--- src/rtl/glb_pkg.sv ---
// Shared types and width helpers for the global-buffer burst arbiter.
package glb_pkg;

    typedef enum logic {
        IDLE  = 1'b0,
        BURST = 1'b1
    } state_t;

    localparam int MAX_BURST_DEF = 16;

    // Length field must hold MAX_BURST itself, hence the extra bit.
    function automatic int calc_len_width(input int max_burst);
        return $clog2(max_burst) + 1;
    endfunction

    // Index width for a requester vector; never narrower than one bit.
    function automatic int calc_ptr_width(input int num_req);
        return (num_req > 1) ? $clog2(num_req) : 1;
    endfunction

endpackage

--- src/rtl/rr_arb.sv ---
// Round-robin winner search: first asserted request at or after ptr, wrapping.
module rr_arb #(
    parameter int NUM_REQ = 4,
    parameter int PTR_W   = 2
) (
    input  logic [NUM_REQ-1:0] req,
    input  logic [PTR_W-1:0]   ptr,
    output logic [NUM_REQ-1:0] gnt,
    output logic [PTR_W-1:0]   idx
);

    int   pos;
    logic found;

    // Scan requesters starting from ptr; the first hit wins.
    always_comb begin
        gnt   = '0;
        idx   = '0;
        found = 1'b0;
        pos   = 0;
        for (int i = 0; i < NUM_REQ; i++) begin
            pos = (int'(ptr) + i) % NUM_REQ;
            if (!found && req[PTR_W'(pos)]) begin
                found             = 1'b1;
                gnt[PTR_W'(pos)]  = 1'b1;
                idx               = PTR_W'(pos);
            end
        end
    end

endmodule

--- src/rtl/glb_arb.sv ---
// Global-buffer burst arbiter: grants one PE-row requester at a time, streams
// its burst of buffer reads and returns the data beats to that requester.
//
//  state | meaning
//  ------+-------------------------------------------------------------
//  IDLE  | no burst running; req_ready offered to the round-robin winner
//  BURST | issuing one buffer read per cycle for the latched burst
module glb_arb
    import glb_pkg::*;
#(
    parameter  int DATA_WIDTH = 16,
    parameter  int NUM_REQ    = 4,
    parameter  int ADDR_WIDTH = 10,
    parameter  int MAX_BURST  = MAX_BURST_DEF,
    localparam int LEN_WIDTH  = calc_len_width(MAX_BURST),
    localparam int PTR_W      = calc_ptr_width(NUM_REQ)
) (
    input  logic                                 clk,
    input  logic                                 rstn,
    input  logic [NUM_REQ-1:0]                   req_valid,
    output logic [NUM_REQ-1:0]                   req_ready,
    input  logic [NUM_REQ-1:0][ADDR_WIDTH-1:0]   req_addr,
    input  logic [NUM_REQ-1:0][LEN_WIDTH-1:0]    req_len,
    output logic                                 buf_rd_en,
    output logic [ADDR_WIDTH-1:0]                buf_rd_addr,
    input  logic [DATA_WIDTH-1:0]                buf_rd_data,
    output logic [NUM_REQ-1:0]                   rsp_valid,
    output logic [DATA_WIDTH-1:0]                rsp_data,
    output logic                                 rsp_last,
    output logic                                 busy
);

    localparam logic [LEN_WIDTH-1:0] MAX_LEN = LEN_WIDTH'(MAX_BURST);

    state_t                state;
    logic [PTR_W-1:0]      ptr;
    logic [PTR_W-1:0]      owner;
    logic [LEN_WIDTH-1:0]  cnt;
    logic [DATA_WIDTH-1:0] data_hold;

    logic [NUM_REQ-1:0]    gnt;
    logic [PTR_W-1:0]      win_idx;
    logic [LEN_WIDTH-1:0]  sel_len;
    logic [LEN_WIDTH-1:0]  eff_len;
    logic [ADDR_WIDTH-1:0] sel_addr;
    logic [PTR_W-1:0]      ptr_next;
    logic                  accept;

    rr_arb #(
        .NUM_REQ (NUM_REQ),
        .PTR_W   (PTR_W)
    ) u_rr_arb (
        .req (req_valid),
        .ptr (ptr),
        .gnt (gnt),
        .idx (win_idx)
    );

    // Offer and acceptance decode for the current winner.
    always_comb begin
        req_ready = (rstn && state == IDLE) ? gnt : '0;
        accept    = (state == IDLE) && (|req_valid);
        sel_len   = req_len[win_idx];
        sel_addr  = req_addr[win_idx];
        eff_len   = (sel_len > MAX_LEN) ? MAX_LEN : sel_len;
        ptr_next  = (win_idx == PTR_W'(NUM_REQ - 1)) ? '0 : win_idx + PTR_W'(1);
    end

    // Burst sequencer: latches the winning request and walks its read addresses.
    // cnt always holds the number of reads left including the current one.
    always_ff @(posedge clk or negedge rstn) begin
        if (!rstn) begin
            state       <= IDLE;
            ptr         <= '0;
            owner       <= '0;
            cnt         <= '0;
            buf_rd_en   <= 1'b0;
            buf_rd_addr <= '0;
        end else begin
            case (state)
                IDLE: begin
                    buf_rd_en <= 1'b0;
                    if (accept) begin
                        ptr <= ptr_next;
                        // Zero-length requests are consumed without any read.
                        if (eff_len != '0) begin
                            state       <= BURST;
                            owner       <= win_idx;
                            cnt         <= eff_len;
                            buf_rd_en   <= 1'b1;
                            buf_rd_addr <= sel_addr;
                        end
                    end
                end
                BURST: begin
                    if (cnt == LEN_WIDTH'(1)) begin
                        state     <= IDLE;
                        buf_rd_en <= 1'b0;
                    end else begin
                        buf_rd_addr <= buf_rd_addr + ADDR_WIDTH'(1);
                        cnt         <= cnt - LEN_WIDTH'(1);
                    end
                end
                default: begin
                    state     <= IDLE;
                    buf_rd_en <= 1'b0;
                end
            endcase
        end
    end

    // Response beat strobes trail each read by one cycle; data_hold keeps the
    // last beat so rsp_data stays put between bursts.
    always_ff @(posedge clk or negedge rstn) begin
        if (!rstn) begin
            rsp_valid <= '0;
            rsp_last  <= 1'b0;
            data_hold <= '0;
        end else begin
            rsp_valid <= buf_rd_en ? (NUM_REQ'(1) << owner) : '0;
            rsp_last  <= buf_rd_en && (cnt == LEN_WIDTH'(1));
            if (|rsp_valid) begin
                data_hold <= buf_rd_data;
            end
        end
    end

    // The buffer output is already registered inside the SRAM, so the beat is
    // passed straight through while valid to keep read-to-response at one cycle.
    always_comb begin
        rsp_data = (|rsp_valid) ? buf_rd_data : data_hold;
        busy     = (state == BURST);
    end

endmodule

--- config.mk ---
export PLATFORM = sky130hd
export DESIGN_NAME = glb_arb
export DESIGN_NICKNAME = d
export VERILOG_FILES = /design/src/rtl/glb_pkg.sv /design/src/rtl/rr_arb.sv /design/src/rtl/glb_arb.sv
export SDC_FILE = /design/constraint.sdc
export NUM_CORES = 1
export LEC_CHECK = 0
export ABC_AREA = 0
export CAP_MARGIN = 20
export CORE_UTILIZATION = 30
export CTS_CLUSTER_DIAMETER = 30
export CTS_CLUSTER_SIZE = 10
export DETAILED_ROUTE_END_ITERATION = 16
export PLACE_DENSITY = 0.65
export SLEW_MARGIN = 0
export SYNTH_ARGS = -nofsm -noshare
export SYNTH_HDL_FRONTEND = slang
export SYNTH_SLANG_ARGS = --single-unit
--- constraint.sdc ---
create_clock -name clk -period 3.85 [get_ports clk]
set_clock_uncertainty 0.2 [all_clocks]
set_input_delay 0.77 -clock clk [delete_from_list [all_inputs] [get_ports clk]]
set_output_delay 0.77 -clock clk [all_outputs]
set_load 0.01 [all_outputs]
=== Yosys cells after proc, flatten, opt, wreduce, memory -nomap -nowiden ===
Cells that the tools add are included.

* $add $sub $neg: 6
* Multiply operators: 0
* Div/mod/pow operators: 0
* Magnitude comparators: 10
* Eq/ne operators: 6
* Shift-type cells: 1
* Multiplexer cells: 54
* Bitwise logic cells: 4
* Reductions and logical operators: 19

{| class="wikitable"
|+ Operator list
! operator !! count
|-
| 10-bit 2-to-1 mux || 4
|-
| 5-bit 2-to-1 mux || 5
|-
| 4-bit 2-to-1 mux || 6
|-
| 10-bit binary-select mux with 2-bit select || 1
|-
| 10-bit case mux with 2 select lines || 1
|-
| 1-bit 2-to-1 mux || 19
|-
| 2-bit by 4-bit less-than comparator with 1-bit output, second input constant || 4
|-
| 16-bit 2-to-1 mux || 1
|-
| 4-bit OR || 3
|-
| 10-bit by 1-bit adder with 10-bit output, second input constant || 1
|-
| 5-bit binary-select mux with 2-bit select || 1
|-
| 1-bit logical AND || 10
|-
| 2-bit 2-to-1 mux || 5
|-
| 5-bit case mux with 2 select lines || 1
|-
| 1-bit binary-select mux with 2-bit select || 4
|-
| 1-bit demux with 2-bit select || 4
|-
| 2-bit by 1-bit >= comparator with 1-bit output, second input constant || 4
|-
| 4-bit OR reduction || 2
|-
| 3-bit AND reduction || 2
|-
| 5-bit by 1-bit equality test with 1-bit output, second input constant || 1
|-
| 5-bit > comparator, second input constant || 1
|-
| 5-bit nonzero test || 1
|-
| 5-bit by 1-bit subtractor with 5-bit output, second input constant || 1
|-
| 2-bit by 1-bit adder with 2-bit output, second input constant || 2
|-
| other kinds (10) || 16
|}

* Flip-flop bits (word level): 42
* Bits in latches: 0
* RAM bits: 0
* Memory bits (read-only): 0
* Output and inout port bits: 37
* Logic and storage cells: 109
* Memories kept: 0

=== Depth between registers and ports, before layout ===
* Depth after elaboration: 21
* Gate-level depth with buffers: 14
* Gate-level depth less buffers: 10

=== By module ===
A second synthesis with hierarchy kept.

* Cell total of the unflattened synthesis: 262
* Area total of the unflattened synthesis: 2960.3 um^2

{| class="wikitable"
|+ By module, submodules not included
! module !! times used !! cells each !! area an instance (um^2)
|-
| glb_arb || 1 || 192 || 2388.5
|-
| rr_arb || 1 || 70 || 571.8
|}

=== Least setup slack after synthesis ===
Ideal clock, no wire load.

* Path type: flip-flop to output port
* Start: register ptr[0]
* End: output port req_ready[0]
* Arrival: 2.811 ns
* Slack: 0.069 ns
* Cell stages (with the launch flop): 11
* Buffers on the path: 2
* Cells stage by stage: dfrtp_1 clkbuf_1 inv_1 ha_1 buf_2 mux4_2 or2_2 nor2_1 a21o_1 nand2_1 a21oi_1

* Cells in the longest elaborated chain, start to end: 14
* Elaborated cells between the ends (all ways): 52

{| class="wikitable"
|+ RTL lines
! element !! line !! source
|-
| from (decl) || glb_arb.sv:36 || <nowiki>logic [PTR_W-1:0] ptr;</nowiki>
|-
| from (signal assigned) || glb_arb.sv:84 || <nowiki>ptr <= ptr_next;</nowiki>
|-
| branches (longest 12 deep; another with 2-bit by 4-bit less-than comparator with 1-bit output) || -- ||
|-
| 4-bit 2-to-1 mux (*) || rr_arb.sv:23 || <nowiki>if (!found && req[PTR_W'(pos)]) begin</nowiki>
|-
| 4-bit 2-to-1 mux (*) || glb_arb.sv:61 || <nowiki>req_ready = (rstn && state == IDLE) ? gnt : '0;</nowiki>
|-
| to (decl) || glb_arb.sv:21 || <nowiki>output logic [NUM_REQ-1:0] req_ready,</nowiki>
|}

Every way passes the cells marked *. The select of a mux whose other input is x is not followed.

=== Final worst setup path ===
* Start: input port req_valid[1]
* End: output port req_ready[0]

* Cells in the longest elaborated chain, start to end: 14
* Elaborated cells between the ends (all ways): 29

{| class="wikitable"
|+ RTL lines
! element !! line !! source
|-
| from (decl) || glb_arb.sv:20 || <nowiki>input logic [NUM_REQ-1:0] req_valid,</nowiki>
|-
| 1-bit binary-select mux with 2-bit select || rr_arb.sv:23 ||
|-
| 1-bit 2-to-1 mux (not written as such) (2 in series) || rr_arb.sv:23 ||
|-
| 1-bit 2-to-1 mux || rr_arb.sv:23 ||
|-
| 1-bit zero test || rr_arb.sv:23 ||
|-
| 1-bit logical AND || rr_arb.sv:23 ||
|-
| 1-bit 2-to-1 mux || rr_arb.sv:23 ||
|-
| 1-bit zero test || rr_arb.sv:23 ||
|-
| 1-bit logical AND || rr_arb.sv:23 ||
|-
| 1-bit 2-to-1 mux || rr_arb.sv:23 ||
|-
| 1-bit zero test || rr_arb.sv:23 ||
|-
| 1-bit logical AND || rr_arb.sv:23 ||
|-
| 4-bit 2-to-1 mux (*) || rr_arb.sv:23 ||
|-
| 4-bit 2-to-1 mux (*) || glb_arb.sv:61 ||
|}

Mark *: on every way between the ends. The rest lies on a longest branch, timed or not. The select of a mux whose other input is x is not followed.

==> results_dict.tcl <==
set metrics [dict create \
    grtUsageMet1 0.2056 \
    fill_cells 956 \
    synth_commonest_cells "42 x dfrtp_1, 41 x mux2i_1, 31 x nand2_1" \
    finalHoldViolations 0 \
    drtIter0Drc 185 \
    drc 0 \
    p_per_area_nw_per_um2 846.8 \
    netlist_top_cells_area "dfrtp_1 34%, mux2i_1 13%, mux2_2 6.9%" \
    h-tree-depth 2 \
    crit_cells 8 \
    crit_arrival_ps 2770 \
    grt_setup_unrepaired "false" \
    slew_violations 0 \
    synthArstFlopShare 1.000 \
    nets 536 \
    use_met3 0.02266 \
    worst-slew-pin-transition_ps 549.3 \
    utilization 0.4699 \
    p_total_mw 3.943 \
    row_count 36 \
    required_ps 2880 \
    initial_core_util 0.3135 \
    slew_headroom 0.6286 \
    irDropWorstVdd_v 0.0004175 \
    fin_setup_tns_ps 0 \
    clk_latency_ps 290 \
    path_buf_inv 2 \
    multi_input_area_um2 1921 \
    cp_slowest_cell "mux4_2" \
    portBuffers 118 \
    synth-edff-count 0 \
    grt-ovfl-total 0 \
    grt_pass1_vias 2849 \
    syn-cell-area_um2 3107 \
    setup_viol 0 \
    min_path_type "flop to flop" \
    cts_root_buf "clkbuf_8" \
    reg2reg_depth 11 \
    synth-seq-cells 42 \
    grt_use_total 0.1540 \
    max_freq_mhz 267.5 \
    cp_slowest_stage_delay_ps 470 \
    yosysTopAreaCellShare 0.3383 \
    yosysUniqueCellTypes 56 \
    grt_pass1_wl_um 13760 \
    synth_nets 401 \
    firstDrtPassIters 4 \
    synth_most_common_cell "dfrtp_1" \
    post_drt_wl_per_cell_um 14.26 \
    synth-seq-area-share 0.3383 \
    grt.busiest_layer "met2" \
    syn_inst 308 \
    clockBufferDepth 2 \
    rrSetupSlack_ps 520 \
    clk_pin_slew_ps 80 \
    dpl_cell_area_um2 4567 \
    io-pin-count 119 \
    synth_flop_cell "dfrtp_1" \
    n_antenna_cell 0 \
    cts_made_buffers 5 \
    dp_hpwl_um 6427 \
    leakagePower_nw 2.002 \
    coreArea_um2 9910 \
    die_w_um 103.8 \
    ant_nets 0 \
    end_kind "output port" \
    stdcell_area_um2 4657 \
    path_max_fanout 4 \
    synth.avg_cell_area_um2 10.09 \
    drive_above_1_share 0.1667 \
    crit_family "buffers and inverters" \
    area_growth_pct 49.90 \
    synth_top_cell_by_area "dfrtp_1" \
    vias 2839 \
    whs_path_depth 1 \
    hold_ws_ps 295.8 \
    synth_warnings 0 \
    die_y_um 103.8 \
    post-route-min-period_ps 3739 \
    grt_max_degree 43 \
    cts_tree "built" \
    drv_cap 0 \
    via_per_inst 4.920 \
    period_share 0.9712 \
    gp_congestion 0.7991 \
    worstPathCellList "clkdlybuf4s50_1 > mux4_2 > or2_2 > nor2_1 > a21o_1 > nand2_1 > a21oi_1 > dlygate4sd2_1" \
    die_area_um2 10770 \
    use_met2 0.2641 \
    clock_sinks 42 \
    worstSetupPathType "input pin to output port" \
    status "completed" \
    start_kind "input pin" \
    routed_wl_um 8228 \
    hold_buffers 0 \
    antenna_found_initial 0 \
    seq_area_um2 1051 \
]
-- cell type report --
cell class / count / share of cell area
sequential: 42 / 0.2257
timing repair buffer: 145 / 0.2980
clock buffer: 5 / 0.01478
tap: 133 / 0.03573
multi-input combinational: 239 / 0.4124
clock inverter: 3 / 0.005373
inverter: 10 / 0.008060
-- power breakdown --
group          switching (mW)  total, mW  internal [mW]
clock network           0.162      0.293          0.131
logic                    1.31       2.82           1.51
registers               0.156      0.828          0.672
total                    1.63       3.94           2.32
-- routing by layer --
layer / vias up / routed length (um)
li1: 1412 / -
met2: 88 / 3993
met3: 4 / 330
met5: - / 0
met4: 0 / 57
met1: 1335 / 3847
-- registers in the layout, indices dropped and copies added (netlist names) --
| signal | count |
|---|---|
| data_hold | 16 |
| buf_rd_addr | 10 |
| cnt | 5 |
| rsp_valid | 4 |
| owner | 2 |
| ptr | 2 |
| buf_rd_en | 1 |
| busy | 1 |
| rsp_last | 1 |
-- layout by cell type, fill, tap and decap left out, drive strengths merged, types with 5 or more instances in the layout --
master | Yosys | routed
mux2 | 21 | 21
nand2 | 31 | 31
mux4 | 5 | 5
nand3 | 11 | 11
nor2 | 15 | 15
a21oi | 11 | 11
o221a | 9 | 9
clkdlybuf4s50 | 0 | 113
nor4 | 5 | 5
buf | 10 | 28
ha | 11 | 11
clkbuf | 7 | 5
mux2i | 44 | 44
nor3 | 5 | 5
inv | 9 | 10
dfrtp | 42 | 42
and3 | 9 | 9
o21ai | 21 | 21
-- worst register-to-register path: stages, from the launching register on --
cell	delay, ps
dfrtp_1	350
inv_1	100
ha_1	350
mux4_2	520
buf_4	170
o2bb2ai_1	120
nand2_1	80
and2_1	400
mux2i_2	310
buf_4	170
a21oi_1	70
a222oi_1	370
-- worst paths after layout --
kind | start | to
min in group asynchronous | rstn | ptr[1]
worst max-delay path | req_valid[1] | req_ready[0]
worst min-delay path | data_hold[4] | data_hold[4]
max in group asynchronous | rstn | data_hold[5]
worst min register to register | data_hold[4] | data_hold[4]
worst max register to register | ptr[1] | cnt[4]
-- cell families after synthesis --
family	Yosys count	share of synthesized area
xor gates and xnor gates	4	0.01128
and+or+nand+nor	89	0.1410
muxes	70	0.2618
DFF	42	0.3383
buffers and inverters	27	0.04551
adders and majority gates	11	0.04430
AOI/OAI and AO/OA	65	0.1579
-- timing repair --
item,in CTS,in global routing
gates cloned,0,0
resized for setup,4,1
setup endpoints to repair,4,1
buffers inserted,0,0
-- through the flow --
| step | std cells | setup slack (ps) |
|---|---|---|
| 6_report | 577 | 111.0 |
| 3_5_place_dp | 569 | -139.7 |
| 4_1_cts | 577 | 137.0 |
| 2_1_floorplan | 308 | 69.12 |
| 5_1_grt | 577 | 13.17 |
| 3_3_place_gp | 569 | -89.48 |
Power figures use the tool's default switching activity.
